$ cat src/rtl/branch_recovery_ctrl_pkg.sv
// Shared types and helpers for branch misprediction recovery.
// ROB age is measured as wrap-around distance from the current ROB head.
package branch_recovery_ctrl_pkg;

    typedef enum logic [1:0] {
        ST_IDLE,
        ST_FLUSH,
        ST_REDIRECT,
        ST_DRAIN
    } recovery_state_t;

    // Widest ROB tag the age helper supports; narrower tags are zero-extended.
    localparam int MAX_ROB_WIDTH = 16;

    typedef logic [MAX_ROB_WIDTH-1:0] rob_wide_t;

    // Distance of tag from head, modulo 2^width; smaller means older.
    function automatic rob_wide_t rob_age(
        input rob_wide_t tag,
        input rob_wide_t head,
        input int        width
    );
        rob_wide_t mask;
        mask = rob_wide_t'((32'd1 << width) - 32'd1);
        return (tag - head) & mask;
    endfunction

endpackage

$ cat src/rtl/branch_recovery_ctrl_rob_age_cmp.sv
// Combinational ROB age comparator: is tag_a strictly older than tag_b
// relative to the current head, correct across tag wrap-around.
module rob_age_cmp
    import branch_recovery_ctrl_pkg::*;
#(
    parameter int ROB_WIDTH = 4
) (
    input  logic [ROB_WIDTH-1:0] tag_a,
    input  logic [ROB_WIDTH-1:0] tag_b,
    input  logic [ROB_WIDTH-1:0] head,
    output logic                 a_older_than_b
);

    rob_wide_t a_wide;
    rob_wide_t b_wide;
    rob_wide_t head_wide;
    rob_wide_t age_a;
    rob_wide_t age_b;

    assign a_wide    = rob_wide_t'(tag_a);
    assign b_wide    = rob_wide_t'(tag_b);
    assign head_wide = rob_wide_t'(head);

    assign age_a = rob_age(a_wide, head_wide, ROB_WIDTH);
    assign age_b = rob_age(b_wide, head_wide, ROB_WIDTH);

    assign a_older_than_b = (age_a < age_b);

endmodule

$ cat src/rtl/branch_recovery_ctrl.sv
// Turns the oldest outstanding branch mispredict into a one-cycle flush,
// a held fetch redirect, and a short dispatch-stall drain window.
module branch_recovery_ctrl
    import branch_recovery_ctrl_pkg::*;
#(
    parameter int DATA_WIDTH   = 32,
    parameter int ROB_WIDTH    = 4,
    parameter int DRAIN_CYCLES = 2,
    parameter int CNT_WIDTH    = 16
) (
    input  logic                  i_clk,
    input  logic                  i_rst_n,
    input  logic                  i_br_valid,
    input  logic [ROB_WIDTH-1:0]  i_br_rob_tag,
    input  logic                  i_br_mispredict,
    input  logic [DATA_WIDTH-1:0] i_br_target_addr,
    input  logic [ROB_WIDTH-1:0]  i_rob_head,
    input  logic                  i_fetch_ready,
    output logic                  o_flush,
    output logic [ROB_WIDTH-1:0]  o_flush_rob_tag,
    output logic                  o_redirect_valid,
    output logic [DATA_WIDTH-1:0] o_redirect_pc,
    output logic                  o_busy,
    output logic [CNT_WIDTH-1:0]  o_mispredict_count
);

    localparam int DRAIN_W = $clog2(DRAIN_CYCLES + 1);
    localparam logic [DATA_WIDTH-1:0] PC_MASK = ~DATA_WIDTH'(1);

    recovery_state_t       state_reg,  state_next;
    logic [ROB_WIDTH-1:0]  tag_reg,    tag_next;
    logic [DATA_WIDTH-1:0] target_reg, target_next;
    logic [DRAIN_W-1:0]    drain_reg,  drain_next;
    logic [CNT_WIDTH-1:0]  count_reg,  count_next;

    logic candidate;
    logic new_is_older;
    logic accept;

    assign candidate = i_br_valid && i_br_mispredict;

    rob_age_cmp #(
        .ROB_WIDTH (ROB_WIDTH)
    ) u_age_cmp (
        .tag_a          (i_br_rob_tag),
        .tag_b          (tag_reg),
        .head           (i_rob_head),
        .a_older_than_b (new_is_older)
    );

    // Equal-or-younger mispredicts are already covered by the pending squash.
    assign accept = candidate && ((state_reg == ST_IDLE) || new_is_older);

    always_ff @(posedge i_clk or negedge i_rst_n) begin
        if (!i_rst_n) begin
            state_reg  <= ST_IDLE;
            tag_reg    <= '0;
            target_reg <= '0;
            drain_reg  <= '0;
            count_reg  <= '0;
        end else begin
            state_reg  <= state_next;
            tag_reg    <= tag_next;
            target_reg <= target_next;
            drain_reg  <= drain_next;
            count_reg  <= count_next;
        end
    end

    always_comb begin
        state_next  = state_reg;
        tag_next    = tag_reg;
        target_next = target_reg;
        drain_next  = drain_reg;
        count_next  = count_reg;

        // A newly accepted mispredict wins over any handshake this cycle.
        if (accept) begin
            state_next  = ST_FLUSH;
            tag_next    = i_br_rob_tag;
            target_next = i_br_target_addr;
            if (count_reg != '1) begin
                count_next = count_reg + CNT_WIDTH'(1);
            end
        end else begin
            case (state_reg)
                ST_FLUSH: begin
                    state_next = ST_REDIRECT;
                end
                ST_REDIRECT: begin
                    if (i_fetch_ready) begin
                        state_next = ST_DRAIN;
                        drain_next = DRAIN_W'(DRAIN_CYCLES);
                    end
                end
                ST_DRAIN: begin
                    drain_next = drain_reg - DRAIN_W'(1);
                    if (drain_reg <= DRAIN_W'(1)) begin
                        state_next = ST_IDLE;
                    end
                end
                default: begin
                    state_next = ST_IDLE;
                end
            endcase
        end
    end

    assign o_flush            = (state_reg == ST_FLUSH);
    assign o_flush_rob_tag    = o_flush ? tag_reg : '0;
    assign o_redirect_valid   = (state_reg == ST_REDIRECT);
    assign o_redirect_pc      = o_redirect_valid ? (target_reg & PC_MASK) : '0;
    assign o_busy             = (state_reg != ST_IDLE);
    assign o_mispredict_count = count_reg;

endmodule
$ cat config.mk
export PLATFORM = sky130hd
export DESIGN_NAME = branch_recovery_ctrl
export DESIGN_NICKNAME = d
export VERILOG_FILES = /design/src/rtl/branch_recovery_ctrl_pkg.sv /design/src/rtl/branch_recovery_ctrl_rob_age_cmp.sv /design/src/rtl/branch_recovery_ctrl.sv
export SDC_FILE = /design/constraint.sdc
export NUM_CORES = 1
export LEC_CHECK = 0
export ABC_AREA = 1
export CAP_MARGIN = 20
export CORE_ASPECT_RATIO = 1.25
export CORE_MARGIN = 2
export CORE_UTILIZATION = 47
export CTS_CLUSTER_SIZE = 16
export DETAILED_ROUTE_END_ITERATION = 8
export PLACE_DENSITY = 0.81
export SYNTH_ARGS = -nofsm -noshare
export SYNTH_HDL_FRONTEND = slang
export SYNTH_SLANG_ARGS = --single-unit
export TNS_END_PERCENT = 20
$ cat constraint.sdc
create_clock -name i_clk -period 3 [get_ports i_clk]
set_input_delay 0.45 -clock i_clk [delete_from_list [all_inputs] [get_ports i_clk]]
set_output_delay 0.45 -clock i_clk [all_outputs]
set_load 0.01 [all_outputs]
Word-level counts from Yosys, hierarchy flattened. Index checks and enable logic that the tools add are counted.

Bits in registers: 56. Bits in latches: 0. RAM bits: 0. Memory bits (read-only): 0. Output and inout port bits: 55. Logic and storage cells: 36. Memories: 0.

Add/subtract/negate cells: 4. Multipliers: 0. Divide/modulo/power cells: 0. Order comparisons: 2. Equal/unequal tests: 7. Shift operators: 0. Mux-type cells: 8. Bitwise gates (word level): 1. Reduce and logical (&&, ||, !) cells: 9.

Operator list (number): 32-bit two-way mux (1); 16-bit by 1-bit adder with 16-bit output, second input constant (1); 16-bit != test, second input constant (1); 2-bit two-way mux (4); 4-bit subtractor (2); 2-bit one-hot mux with 3 select lines (1); 2-bit equality test, second input constant (2); 4-bit less-than comparator (1); 4-bit two-way mux (1); 2-bit one-hot mux with 2 select lines (1); 2-bit AND reduction (2); 2-bit nonzero test (2); 3-bit by 2-bit != test with 1-bit output, second input constant (1); 3-bit != test, second input constant (1); 3-bit AND reduction (1); 2-bit by 1-bit equality test with 1-bit output, second input constant (1); 2-bit by 1-bit <= comparator with 1-bit output, second input constant (1); 1-bit logical AND (2); 2-bit zero test (1); 2-bit != test, second input constant (1); 2-bit by 1-bit subtractor with 2-bit output, second input constant (1); 1-bit logical OR (1); 1-bit inverter (1).

Longest topological paths before layout.
Depth after elaboration: 6. Mapped depth: 16. Mapped depth without buffers: 16.

By module. A second synthesis with hierarchy kept.

Cell total of the unflattened synthesis: 464. Area, all modules: 3296.9 um^2.

Modules (own cells, without submodules): branch_recovery_ctrl (times used 1, cells each 411, area each 2961.6 um^2, seq. area each 1376.3 um^2); rob_age_cmp (times used 1, cells each 53, area each 335.3 um^2, seq. area each 0.0 um^2).

Least setup slack after synthesis. OpenSTA, ideal clock, no wires.

Path type: input to register. Start point: input i_rob_head[2]. End point: register target_reg[11]. Setup time: 65 ps. Data arrival time: 2296 ps. Path slack: 639 ps. Stages on the path: 12. Path buffers: 1. Cells stage by stage: inv_1 -> ha_1 -> a21oi_1 -> o21ai_0 -> xor2_1 -> ha_1 -> a21oi_1 -> nand2_1 -> a21oi_2 -> clkbuf_1 -> nand2_1 -> nand2_1.

Cells in the longest elaborated chain, start to end: 4.

Ends and longest elaborated chain: start, declared (line branch_recovery_ctrl.sv:17) `input logic [ROB_WIDTH-1:0] i_rob_head,`; 4-bit subtractor (line branch_recovery_ctrl_pkg.sv:25) `return (tag - head) & mask;`; 4-bit less-than comparator (*) (line branch_recovery_ctrl_rob_age_cmp.sv:27) `assign a_older_than_b = (age_a < age_b);`; 1-bit logical OR (*) (line branch_recovery_ctrl.sv:52) `assign accept = candidate && ((state_reg == ST_IDLE) || new_is_older);`; 1-bit logical AND (*) (line branch_recovery_ctrl.sv:52); end signal, assigned (line branch_recovery_ctrl.sv:64) `target_reg <= target_next;`; end, declared (line branch_recovery_ctrl.sv:32) `logic [DATA_WIDTH-1:0] target_reg, target_next;`.

Every way passes the cells marked *; elsewhere a longest branch is shown, timed or not. A chain may end at the register's enable or synchronous reset.

Worst setup path after layout.
Start point: input i_br_rob_tag[0]. End point: register drain_reg[1].

Cells in the longest elaborated chain, start to end: 6.

Ends and longest elaborated chain: start, declared (line branch_recovery_ctrl.sv:14) `input logic [ROB_WIDTH-1:0] i_br_rob_tag,`; 4-bit subtractor (line branch_recovery_ctrl_pkg.sv:25); 4-bit less-than comparator (line branch_recovery_ctrl_rob_age_cmp.sv:27); 1-bit logical OR (line branch_recovery_ctrl.sv:52); 1-bit logical AND (line branch_recovery_ctrl.sv:52); 1-bit inverter (no source line); 3-bit AND reduction (no source line); end signal, assigned (line branch_recovery_ctrl.sv:65) `drain_reg <= drain_next;`; end, declared (line branch_recovery_ctrl.sv:33) `logic [DRAIN_W-1:0] drain_reg, drain_next;`.

Every way passes these cells.

==> qor.yml <==
synthesis:
  synth_top_family_by_area: "simple AND/OR/NAND/NOR gates"
  ys_seq_area_share_pct: 42.8
  synth_mux_area_share_pct: 0
  synth_largest_area_cell: "dfrtp_1"
  syn_nets: 502
  synth-simple-area-share_pct: 34.3
  synthCells: 440
  synth_seq_cells: 55
  synthAdderAreaFrac_pct: 7.08
  synth_area_um2: 3210
  synth_cell_type_count: 31
  ys_warn_count: 0
  synth-xor-area-share_pct: 4.36
  synth_area_per_cell_um2: 7.31
  synth_compound_area_share_pct: 1.99
  synthTopCellsByArea: "dfrtp_1, nand2_1, inv_1"
  netlist.area_leader.share_pct: 42.8
clocking:
  cts_tree: "built"
  numCtsBuffers: 5
  clock_latency_ns: 0.30
  clock_path_buffers: 2
  clk_pin_slew_ns: 0.10
  cts.sinks: 55
  ctsHoldBuffers: 0
  htreeDepth: 2
  cts_root_buf: "clkbuf_8"
global_route:
  grt_usage_pct: 20.7
  grt_overflow_total: 0
  grt_max_degree: 38
  first_global_vias: 2931
  grt_pass1_wl_mm: 12.6
  antenna_found_initial: 0
routing:
  num_vias: 3052
  ant_nets: 0
  firstDrtPassIters: 4
  drc: 0
  drt_iter0_markers: 130
  wl_mm: 7.69
  avgRoutedWirePerCell_um: 12.2
  vias_per_cell: 4.86
timing:
  clock.fmax_ghz: 0.368
  finClkSkew_ns: 0.0104
  timing.final.crit_period_ns: 2.72
  hold_viol: 0
  rsz0062_at_grt: "false"
  setup_violations: 0
  finalSetupTns_ns: 0
  period_share_pct: 90.7
  finalMaxSlewViolations: 0
  fin_ws_ns: 0.280
final_layout:
  layout-drive-gt1-share_pct: 5.73
  final_nets: 602
  syn_to_final_growth_pct: 38.8
  n_antenna_cell: 0
  fillers: 575
  stdcell_count: 628
  multi_input_area_um2: 1550
  seqCellArea_um2: 1380
  largest_reg_flops: 31
  utilization_pct: 67.5
setup_path:
  crit_required_ns: 3.21
  cp.arrival_ns: 2.93
  critical_path_class: "in2reg"
  end_kind: "register"
  critPathLaunchType: "input port"
  path_max_fanout: 19
  worstRegToRegCells: 16
placement:
  gp_congestion: 0.878
  place_ws_ns: -0.146
  hpwl_mm: 5.72
  dp.cells: 619
  io_buffers: 97
min_path:
  hp-class: "in2async"
floorplan:
  initial_core_util_pct: 48.7
  dieWidth_um: 78.0
  ios: 100
  die_y_um: 96.5
  core_area_um2: 6610
  dieArea_um2: 7520
  rows: 33
power:
  powerDensity_nw_per_um2: 754
  p_total_mw: 3.36
  ir_drop_mv: 0.512
  p_leak_nw: 2.43
flow_run:
  cap_violations: 0
outcome:
  status: "finished clean"
## cell type report
type	instances	area share, %
Multi-Input combinational cell	310	34.8
Sequential cell	55	30.9
Timing Repair Buffer	108	24.7
Inverter	60	5.05
Tap cell	87	2.44
Clock buffer	5	1.54
Clock inverter	3	0.561
## layer usage
layer	part of all wire [%]	track usage [%]	wire (µm)
met5	0	0	0
met4	1.0	4.53	80
met3	4.3	3.25	332
met2	54	40.7	4130
met1	41	23.6	3150
## path summary, 6_finish.rpt
| path | startpoint | endpoint | slack (ns) |
|---|---|---|---|
| setup / recovery | i_br_rob_tag[0] | drain_reg[1]$_DFFE_PN0P_ | 0.28 |
| hold / removal | i_rst_n | o_mispredict_count[7]$_DFFE_PN0P_ | 0.1 |
| setup reg to reg | tag_reg[0]$_DFFE_PN0P_ | drain_reg[1]$_DFFE_PN0P_ | 0.51 |
| hold reg to reg | target_reg[11]$_DFFE_PN0P_ | target_reg[11]$_DFFE_PN0P_ | 0.49 |
| max in group asynchronous | i_rst_n | target_reg[29]$_DFFE_PN0P_ | 2.09 |
| min in group i_clk | target_reg[11]$_DFFE_PN0P_ | target_reg[11]$_DFFE_PN0P_ | 0.49 |
## per-stage QoR
step | instance area, µm² | hold slack, ns
global placement | 4330 | 0.449
floorplan | 3210 | 0.154
global route | 4460 | 0.130
finish | 4460 | 0.0977
detailed placement | 4330 | 0.445
CTS | 4430 | 0.109
## where the power goes
part	internal, mW	leakage [nW]	switching [mW]	total [mW]
Clock	0.167	0.0443	0.245	0.413
Combinational	0.820	1.68	0.916	1.74
Sequential	1.02	0.704	0.195	1.21
Total	2.01	2.43	1.36	3.36
## worst max-delay path, stage by stage
cell and delay (ns):
clkdlybuf4s50_1 0.46, inv_1 0.06, ha_1 0.21, fa_1 0.49
inv_1 0.05, ha_1 0.27, nand2_1 0.05, nand2_1 0.05
nand2_1 0.05, nand2_1 0.14, nand2_2 0.15, nand2_4 0.13
buf_12 0.16, nand2_1 0.08, nand2_1 0.07, nand2_1 0.05
## cell usage in the layout, fill, tap and decap left out, types with 2 or more instances in the layout
cell type and count:
a21oi_1 4, buf_12 3, buf_4 7, clkbuf_8 5, clkdlybuf4s50_1 96, clkinv_4 2
dfrtp_1 55, fa_1 2, ha_1 15, inv_1 58, inv_2 2, nand2_1 211
nand3_1 19, nand4_1 10, nor2_1 15, o21ai_0 2, o21ai_1 2, xnor2_1 12
xor2_1 4
## cells in the mapped netlist (all sizes together)
master  count
or2         2
ha         15
fa          2
xnor2      12
nand2     213
nor2       17
nand3      21
conb        1
clkbuf      7
inv        60
xor2        4
o21ai       4
a21oi       5
o21a        1
dfrtp      55
buf         8
nand4      11
nand3b      1
o211ai      1
## kinds of logic after synthesis
kind of cell,count (synthesis)
fa+ha+maj,17
buf+inv,75
xor+xnor,16
simple gates,265
compound gates,11
flops,55
other cells,1
## what timing repair did
item                                    CTS  global route
gates resized for setup                   0             2
setup buffers                             0             0
endpoints found under the setup margin    0             2
No activity file was read; power rests on OpenSTA's default activity.
